==> src/rtl/tdc_multi_channel_if.sv <==
`default_nettype none
// ============================================================================
// Module      : tdc_multi_channel_if
// Description : Readout bus of the multi-channel TDC (channel/byte select,
//               acknowledge strobe, registered result byte).
// Revision    : 1.0 - initial release
// ============================================================================
interface tdc_multi_channel_if #(
    parameter int NUM_CH = 2,
    parameter int CNT_W  = 16
);
    localparam int CH_W = (NUM_CH > 1) ? $clog2(NUM_CH) : 1;
    localparam int BY_W = ((CNT_W / 8) > 1) ? $clog2(CNT_W / 8) : 1;

    logic [CH_W-1:0] rd_ch;
    logic [BY_W-1:0] rd_byte;
    logic            rd_ack;
    logic [7:0]      rd_data;

    modport master (output rd_ch, output rd_byte, output rd_ack, input  rd_data);
    modport slave  (input  rd_ch, input  rd_byte, input  rd_ack, output rd_data);
endinterface
`default_nettype wire

==> src/rtl/tdc_multi_channel.sv <==
`default_nettype none
// ============================================================================
// Module      : tdc_multi_channel
// Description : NUM_CH independent start/stop TDC channels with synchronisers,
//               saturating counters and byte-wide result readout.
//               Optional macro TDC_AUTO_REARM_EN: re-arm from DONE, adds ovr.
// Revision    : 1.0 - initial release
// ============================================================================
module tdc_multi_channel #(
    parameter int NUM_CH      = 2,
    parameter int CNT_W       = 16,
    parameter int SYNC_STAGES = 2
) (
    input  wire logic              clk,
    input  wire logic              rst,
    input  wire logic [NUM_CH-1:0] start,
    input  wire logic [NUM_CH-1:0] stop,
    tdc_multi_channel_if.slave     rd_if,
    output logic      [NUM_CH-1:0] valid,
    output logic      [NUM_CH-1:0] busy,
`ifdef TDC_AUTO_REARM_EN
    output logic      [NUM_CH-1:0] ovr,
`endif
    output logic      [NUM_CH-1:0] ovf
);
    localparam int              c_NBYTES   = CNT_W / 8;
    localparam logic [1:0]      c_IDLE     = 2'd0;
    localparam logic [1:0]      c_RUN      = 2'd1;
    localparam logic [1:0]      c_DONE     = 2'd2;
    localparam logic [CNT_W-1:0] c_ALL_ONES = {CNT_W{1'b1}};
    localparam logic [CNT_W-1:0] c_SAT      = {{(CNT_W-1){1'b1}}, 1'b0};

    logic [CNT_W-1:0] w_result [NUM_CH];
    logic [7:0]       w_rd_sel;

    for (genvar g = 0; g < NUM_CH; g++) begin : g_ch
        logic [SYNC_STAGES-1:0] r_start_sync, r_stop_sync;
        logic                   r_start_prev, r_stop_prev;
        logic                   w_start_rise, w_stop_rise, w_ack, w_sat;
        logic [1:0]             r_state, w_state_nxt;
        logic [CNT_W-1:0]       r_count, r_result;
        logic                   r_ovf, w_busy, w_valid;

        always_ff @(posedge clk) begin
            if (rst) begin
                r_start_sync <= '0;
                r_stop_sync  <= '0;
                r_start_prev <= 1'b0;
                r_stop_prev  <= 1'b0;
            end else begin
                r_start_sync <= {r_start_sync[SYNC_STAGES-2:0], start[g]};
                r_stop_sync  <= {r_stop_sync[SYNC_STAGES-2:0], stop[g]};
                r_start_prev <= r_start_sync[SYNC_STAGES-1];
                r_stop_prev  <= r_stop_sync[SYNC_STAGES-1];
            end
        end

        assign w_start_rise = r_start_sync[SYNC_STAGES-1] & ~r_start_prev;
        assign w_stop_rise  = r_stop_sync[SYNC_STAGES-1] & ~r_stop_prev;
        assign w_ack        = rd_if.rd_ack && (int'(rd_if.rd_ch) == g);
        assign w_sat        = (r_count == c_SAT);

        always_ff @(posedge clk) begin
            if (rst) r_state <= c_IDLE;
            else     r_state <= w_state_nxt;
        end

        always_comb begin
            w_state_nxt = r_state;
            case (r_state)
                c_IDLE: if (w_start_rise) w_state_nxt = w_stop_rise ? c_DONE : c_RUN;
                c_RUN:  if (w_stop_rise || w_sat) w_state_nxt = c_DONE;
                c_DONE: begin
                    // An ack wins over a coincident start, which is then lost.
                    if (w_ack) w_state_nxt = c_IDLE;
`ifdef TDC_AUTO_REARM_EN
                    else if (w_start_rise && !w_stop_rise) w_state_nxt = c_RUN;
`endif
                end
                default: w_state_nxt = c_IDLE;
            endcase
        end

        always_comb begin
            w_busy  = 1'b0;
            w_valid = 1'b0;
            case (r_state)
                c_RUN:   w_busy  = 1'b1;
                c_DONE:  w_valid = 1'b1;
                default: ;
            endcase
        end

`ifdef TDC_AUTO_REARM_EN
        logic r_ovr;
        assign ovr[g] = r_ovr;
`endif

        always_ff @(posedge clk) begin
            if (rst) begin
                r_count  <= '0;
                r_result <= '0;
                r_ovf    <= 1'b0;
`ifdef TDC_AUTO_REARM_EN
                r_ovr    <= 1'b0;
`endif
            end else begin
                case (r_state)
                    c_IDLE: begin
                        r_count <= '0;
                        if (w_start_rise && w_stop_rise) r_result <= '0;
                    end
                    c_RUN: begin
                        r_count <= r_count + 1'b1;
                        if (w_sat) begin
                            r_result <= c_ALL_ONES;
                            r_ovf    <= 1'b1;
                        end else if (w_stop_rise) begin
                            r_result <= r_count + 1'b1;
                        end
                    end
                    c_DONE: begin
                        if (w_ack) begin
                            r_ovf <= 1'b0;
`ifdef TDC_AUTO_REARM_EN
                            r_ovr <= 1'b0;
                        end else if (w_start_rise) begin
                            r_count <= '0;
                            r_ovf   <= 1'b0;
                            r_ovr   <= 1'b1;
                            if (w_stop_rise) r_result <= '0;
`endif
                        end
                    end
                    default: ;
                endcase
            end
        end

        assign w_result[g] = r_result;
        assign busy[g]     = w_busy;
        assign valid[g]    = w_valid;
        assign ovf[g]      = r_ovf;
    end

    // Out-of-range channel or byte selects fall through to zero.
    always_comb begin
        w_rd_sel = 8'h00;
        for (int c = 0; c < NUM_CH; c++) begin
            for (int b = 0; b < c_NBYTES; b++) begin
                if ((int'(rd_if.rd_ch) == c) && (int'(rd_if.rd_byte) == b))
                    w_rd_sel = w_result[c][8*b +: 8];
            end
        end
    end

    always_ff @(posedge clk) begin
        if (rst) rd_if.rd_data <= 8'h00;
        else     rd_if.rd_data <= w_rd_sel;
    end
endmodule
`default_nettype wire

==> src/flat_wrapper.sv <==
// flat-port wrapper written by rule: the top's interface ports become plain ports
module tdc_multi_channel_flat 
#(
    parameter int NUM_CH      = 2,
    parameter int CNT_W       = 16,
    parameter int SYNC_STAGES = 2
)
  (clk, rst, start, stop, valid, busy, ovf, rd_if_rd_ch, rd_if_rd_byte, rd_if_rd_ack, rd_if_rd_data);
  tdc_multi_channel_if #(.NUM_CH(NUM_CH), .CNT_W(CNT_W)) rd_if_i ();
  input  wire logic clk;
  input  wire logic rst;
  input  wire logic [NUM_CH-1:0] start;
  input  wire logic [NUM_CH-1:0] stop;
  output logic      [NUM_CH-1:0] valid;
  output logic      [NUM_CH-1:0] busy;
  output logic      [NUM_CH-1:0] ovf;
  input wire logic [$bits(rd_if_i.rd_ch)-1:0] rd_if_rd_ch;
  input wire logic [$bits(rd_if_i.rd_byte)-1:0] rd_if_rd_byte;
  input wire logic [$bits(rd_if_i.rd_ack)-1:0] rd_if_rd_ack;
  output wire logic [$bits(rd_if_i.rd_data)-1:0] rd_if_rd_data;
  assign rd_if_i.rd_ch = rd_if_rd_ch;
  assign rd_if_i.rd_byte = rd_if_rd_byte;
  assign rd_if_i.rd_ack = rd_if_rd_ack;
  assign rd_if_rd_data = rd_if_i.rd_data;
  tdc_multi_channel #(.NUM_CH(NUM_CH), .CNT_W(CNT_W), .SYNC_STAGES(SYNC_STAGES)) u_core (.clk(clk), .rst(rst), .start(start), .stop(stop), .rd_if(rd_if_i), .valid(valid), .busy(busy), .ovf(ovf));
endmodule
==> config.mk <==
export PLATFORM = sky130hd
export DESIGN_NAME = tdc_multi_channel_flat
export DESIGN_NICKNAME = d
export VERILOG_FILES = /design/src/rtl/tdc_multi_channel_if.sv /design/src/rtl/tdc_multi_channel.sv /design/src/flat_wrapper.sv
export SDC_FILE = /design/constraint.sdc
export NUM_CORES = 1
export LEC_CHECK = 0
export CORE_AREA = 2 2 89 91
export CTS_CLUSTER_SIZE = 20
export DETAILED_ROUTE_END_ITERATION = 6
export DIE_AREA = 0 0 91 93
export GPL_TIMING_DRIVEN = 1
export PLACE_DENSITY = 0.82
export SLEW_MARGIN = 20
export SYNTH_ARGS = -nofsm -noshare
export SYNTH_HDL_FRONTEND = slang
export SYNTH_SLANG_ARGS = --single-unit
==> constraint.sdc <==
create_clock -name clk -period 3.9 [get_ports clk]
set_clock_uncertainty 0.2 [all_clocks]
set_input_delay 0.975 -clock clk [delete_from_list [all_inputs] [get_ports clk]]
set_output_delay 0.975 -clock clk [all_outputs]
set_load 0.05 [all_outputs]
# Word level (Yosys, flattened, before mapping)

Cells that the tools add are included.

Add/subtract/negate cells: 2
Eq/ne operators: 18
Multiplexer cells: 34
Bitwise operators: 10
Reduce and logical (&&, ||, !) cells: 22

Operator list:

| operator                                       | count |
|---|---|
| case mux 16 bit (2 select lines)               | 4 |
| 2-to-1 mux 16 bit                              | 6 |
| adder 16 x 1 -> 16 bit (second input constant) | 2 |
| == test 16 bit (second input constant)         | 2 |
| 2-to-1 mux 8 bit                               | 4 |
| != test 2 x 1 -> 1 bit (second input constant) | 10 |
| AND reduction 3 bit                            | 6 |
| 2-to-1 mux 2 bit                               | 8 |
| case mux 2 bit (3 select lines)                | 2 |
| logical AND 1 bit                              | 8 |
| 2-to-1 mux 1 bit                               | 8 |
| nonzero test 2 bit                             | 4 |
| != test 3 x 1 -> 1 bit (second input constant) | 2 |
| inverter 1 bit                                 | 6 |
| bitwise AND 1 bit                              | 4 |
| == test 2 x 1 -> 1 bit (second input constant) | 2 |
| == test 2 bit (second input constant)          | 2 |
| logical NOT 2 bit                              | 2 |
| case mux 1 bit (2 select lines)                | 2 |
| logical OR 1 bit                               | 2 |

Register bits after elaboration: 90
Bits of input ports: 9
Output and inout bits: 14

# Logic depth before layout (Yosys ltp)

Word-level depth: 6
Gate-level depth with buffers: 9
Mapped depth without buffers: 7

# Worst setup path after synthesis

Ideal clock, no wire load.

Path type: input-to-reg
Start point: input rd_if_rd_byte
End point: register u_core.rd_if.rd_data[3]
Setup time: 115 ps
Arrival: 2068 ps
Data required time: 3585 ps
Path slack: 1517 ps
Stages on the path: 3
Cells stage by stage: clkbuf_1 -> mux4_2 -> and2_1

Word-level cells in the longest chain between the ends: 6

RTL lines:

| element                       | line                       | source |
|---|---|---|
| start: declaration            | flat_wrapper.sv:18         | `input wire logic [$bits(rd_if_i.rd_byte)-1:0] rd_if_rd_byte;` |
| inverter 1 bit                | tdc_multi_channel.sv:151   | `if ((int'(rd_if.rd_ch) == c) && (int'(rd_if.rd_byte) == b))` |
| logical AND 1 bit             | tdc_multi_channel.sv:151   |  |
| 2-to-1 mux 8 bit (3 in a row) | tdc_multi_channel.sv:151   |  |
| 2-to-1 mux 8 bit *            | tdc_multi_channel.sv:151   |  |
| end signal: assignment        | tdc_multi_channel.sv:159   | `else rd_if.rd_data <= w_rd_sel;` |
| end: declaration              | tdc_multi_channel_if.sv:21 | `modport slave (input rd_ch, input rd_byte, input rd_ack, output rd_data);` |

Every way passes the cells marked *; elsewhere a longest branch is shown, timed or not.
A chain may end at the register's enable or synchronous reset.

# Worst setup path after layout

Start point: register u_core.g_ch[1].r_state[0]
End point: output busy[1]

Word-level cells in the longest chain between the ends: 2

RTL lines:

| element                  | line                    | source |
|---|---|---|
| start: declaration       | tdc_multi_channel.sv:40 | `logic [1:0] r_state, w_state_nxt;` |
| start signal: assignment | tdc_multi_channel.sv:64 | `if (rst) r_state <= c_IDLE;` |
| start signal: assignment | tdc_multi_channel.sv:65 | `else r_state <= w_state_nxt;` |
| == test 2 x 1 -> 1 bit   | tdc_multi_channel.sv:87 | `case (r_state)` |
| 2-to-1 mux 1 bit         | tdc_multi_channel.sv:87 |  |
| end: declaration         | flat_wrapper.sv:15      | `output logic [NUM_CH-1:0] busy;` |

Every way passes these cells.

==> impl_metrics.env <==
export IMPL_grt_pass1_vias=3348
export IMPL_finalSetupTns_ns=0
export IMPL_tightest_slew_ns=0.784
export IMPL_r2r_start="u_core.g_ch[1].r_count[3]$_SDFFE_PP0P_"
export IMPL_grt_max_degree=49
export IMPL_clkPwrFrac_pct=32.7
export IMPL_hold_viol=0
export IMPL_hpwl_um=6650
export IMPL_fillCellCount=664
export IMPL_worstPathMaxFanout=16
export IMPL_ys_async_sr_fraction_pct=0
export IMPL_synth_fp_nets=522
export IMPL_start_util_pct=58.0
export IMPL_dieHeight_um=93
export IMPL_layout_commonest_cell="dfxtp_1"
export IMPL_multi_input_area_mm2=0.00234
export IMPL_fin_cells=616
export IMPL_clkLatencyLatePin_ns=0.36
export IMPL_slew_headroom_pct=47.0
export IMPL_power_frac_comb_pct=22.6
export IMPL_syn_to_final_growth_pct=10.2
export IMPL_p_int_w=0.00150
export IMPL_min_path_type="flop to flop"
export IMPL_die_w_um=91
export IMPL_clock_sinks=90
export IMPL_synthesis_area_mm2=0.00436
export IMPL_rsz0062_at_grt="no"
export IMPL_cts_htree_levels=3
export IMPL_ant_nets=0
export IMPL_slew_violations=0
export IMPL_switching_share_pct=31.2
export IMPL_power_density_mw_per_mm2=453
export IMPL_drt_iter0_drc=397
export IMPL_cpLargestDelayFamily="buffers and inverters"
export IMPL_fmax_mhz=295
export IMPL_crit_path_top_delay_cell="clkdlybuf4s50_1"
export IMPL_worstHoldPathCells=1
export IMPL_cts_root_buf="clkbuf_8"
export IMPL_ir_drop_uv=542
export IMPL_grt_first_pass_wirelength_um=16000
export IMPL_drc=0
export IMPL_syn_inst=506
export IMPL_drv_cap=0
export IMPL_fin_crit_sh_pct=86.9
export IMPL_overflow=0
export IMPL_fin_crit_ns=3.39
export IMPL_reg2reg_depth=5
export IMPL_clkSlewWorstSetupHoldPaths_ns=0.09
export IMPL_leakage_nw=1.74
export IMPL_hp_start="u_core.g_ch[1].r_start_sync[0]$_SDFF_PP0_"
export IMPL_cp_cell_sequence="nand2b_1 -> inv_1 -> clkdlybuf4s50_1"
export IMPL_clock_path_buffers=2
export IMPL_start_kind="flop"
export IMPL_rr_endpoint="u_core.g_ch[1].r_result[15]$_SDFFE_PP0P_"
export IMPL_place_inst=600
export IMPL_crit_start="u_core.g_ch[1].r_state[0]$_SDFFE_PP0P_"
export IMPL_synth_distinct_cells=57
export IMPL_viasPerCell=5.98
export IMPL_ioPinCount=23
export IMPL_setup_viol=0
export IMPL_avgSynthCellArea_um2=8.62
export IMPL_finalWirelength_um=9590
export IMPL_crit_end="busy[1]"
export IMPL_p_seq_share_pct=44.7
export IMPL_register_area_mm2=0.00180
export IMPL_synth_edf_count=0
export IMPL_layout_common_cells="dfxtp_1 (90), a21oi_1 (54), nand2_1 (48), nor2_1 (40), o21ai_0 (32)"
export IMPL_cts_buffers=9
export IMPL_track_usage_pct=23.5
export IMPL_critPathKind="flop to output pin"
export IMPL_status="finished clean"
export IMPL_cts_resized=0
export IMPL_portBuffers=22
export IMPL_insertedDiodeCount=0
export IMPL_cts_hold_buf=0
export IMPL_worst_path_stages=3
export IMPL_cts_tree="yes"
export IMPL_fin_nets=525
export IMPL_yosysSeqAreaShare_pct=41.3
export IMPL_firstDrtPassIters=5
export IMPL_worst_path_buf_inv=2
export IMPL_ys_ff_latch=90
export IMPL_r2r_slack_ns=1.06
export IMPL_cp_arrival_ns=2.21
export IMPL_post_cts_setup_buffer_count=0
export IMPL_required_ns=2.72
export IMPL_crit_path_end_kind="output pin"
export IMPL_drive_above_1_share_pct=7.98
export IMPL_cp_slowest_stage_delay_ns=0.90
export IMPL_antenna_found_initial=0
export IMPL_rows=32
export IMPL_synth_top_flop_cell="dfxtp_1"
export IMPL_die_area_mm2=0.00846
export IMPL_num_vias=3684
export IMPL_gp_congestion=0.888
export IMPL_yosys_warnings=0
export IMPL_power_switching_w=0.000679
export IMPL_wire_per_inst_um=15.6
export IMPL_core_mm2=0.00753
==> sequential cells by signal (all words and copies together) (netlist names) <==
register and flops:
u_core.g_ch.r_ovf 2, u_core.g_ch.r_stop_prev 2, u_core.g_ch.r_start_prev 2, u_core.g_ch.r_stop_sync 4, u_core.rd_if.rd_data 8, u_core.g_ch.r_result 32
u_core.g_ch.r_count 32, u_core.g_ch.r_state 4, u_core.g_ch.r_start_sync 4
==> through the flow <==
step	hold WS (ns)	total power [W]	util (%)	worst slack, ns	instance area, um2
4_1_cts	0.249	0.00219	63.9	0.533	4810
2_1_floorplan	0.214	0.00137	-	1.52	4360
3_3_place_gp	0.216	0.00146	60.9	0.957	4580
3_5_place_dp	0.230	0.00148	60.9	0.927	4580
5_1_grt	0.249	0.00229	63.9	0.397	4810
6_report	0.246	0.00218	63.9	0.511	4810
==> cell usage after synthesis, types with 8 or more instances <==
| library cell | number | area [um2] |
|---|---|---|
| a21oi_1 | 54 | 270 |
| and2_1 | 10 | 62.6 |
| clkbuf_1 | 18 | 67.6 |
| dfxtp_1 | 90 | 1800 |
| inv_1 | 13 | 48.8 |
| mux4_2 | 8 | 180 |
| nand2_1 | 48 | 180 |
| nand3_1 | 15 | 75.1 |
| nand4_1 | 10 | 62.6 |
| nor2_1 | 40 | 150 |
| nor2b_1 | 16 | 100 |
| nor3_1 | 15 | 75.1 |
| o21ai_0 | 32 | 160 |
| xnor2_1 | 8 | 70.1 |
| xor2_1 | 11 | 96.3 |
==> how the worst min path moves through the flow <==
| stage | end | slack [ns] |
|---|---|---|
| finish | u_core.g_ch[1].r_start_sync[1]$_SDFF_PP0_ | 0.25 |
| global route | u_core.g_ch[0].r_stop_sync[1]$_SDFF_PP0_ | 0.25 |
| detailed placement | u_core.g_ch[1].r_start_sync[1]$_SDFF_PP0_ | 0.23 |
| global placement | u_core.g_ch[0].r_start_sync[1]$_SDFF_PP0_ | 0.22 |
| floorplan | u_core.g_ch[0].r_start_sync[1]$_SDFF_PP0_ | 0.21 |
| CTS | u_core.g_ch[0].r_stop_sync[1]$_SDFF_PP0_ | 0.25 |
==> power groups by stage <==
stage          logic (W)  clock network [W]  registers (W)
2_1_floorplan   0.000380                  0       0.000993
3_3_place_gp    0.000468                  0       0.000993
3_5_place_dp    0.000487                  0       0.000995
4_1_cts         0.000488           0.000723       0.000974
5_1_grt         0.000543           0.000764       0.000979
6_report        0.000492           0.000713       0.000975
==> cell type report <==
class	instances	area share, %
Sequential cell	90	37.5
Clock buffer	10	2.86
Timing Repair Buffer	28	5.41
Inverter	13	1.01
Clock inverter	6	1.85
Multi-Input combinational cell	367	48.7
Tap cell	102	2.65
==> kinds of logic after synthesis <==
kind of cell / share of synthesized area, %
compound gates: 19.1
buf+inv: 4.99
mux: 5.08
fa+ha+maj: 2.01
xor+xnor: 3.81
flops: 41.3
simple gates: 23.7
==> metal layers <==
metal | wire length, um | GRT usage (%) | vias up
met5 | 0 | 0 | -
met4 | 119 | 6.82 | 0
met3 | 561 | 4.83 | 11
met2 | 4280 | 35.4 | 121
met1 | 4640 | 34.4 | 1743
li1 | - | - | 1809
(Power assumes the default switching activity.)
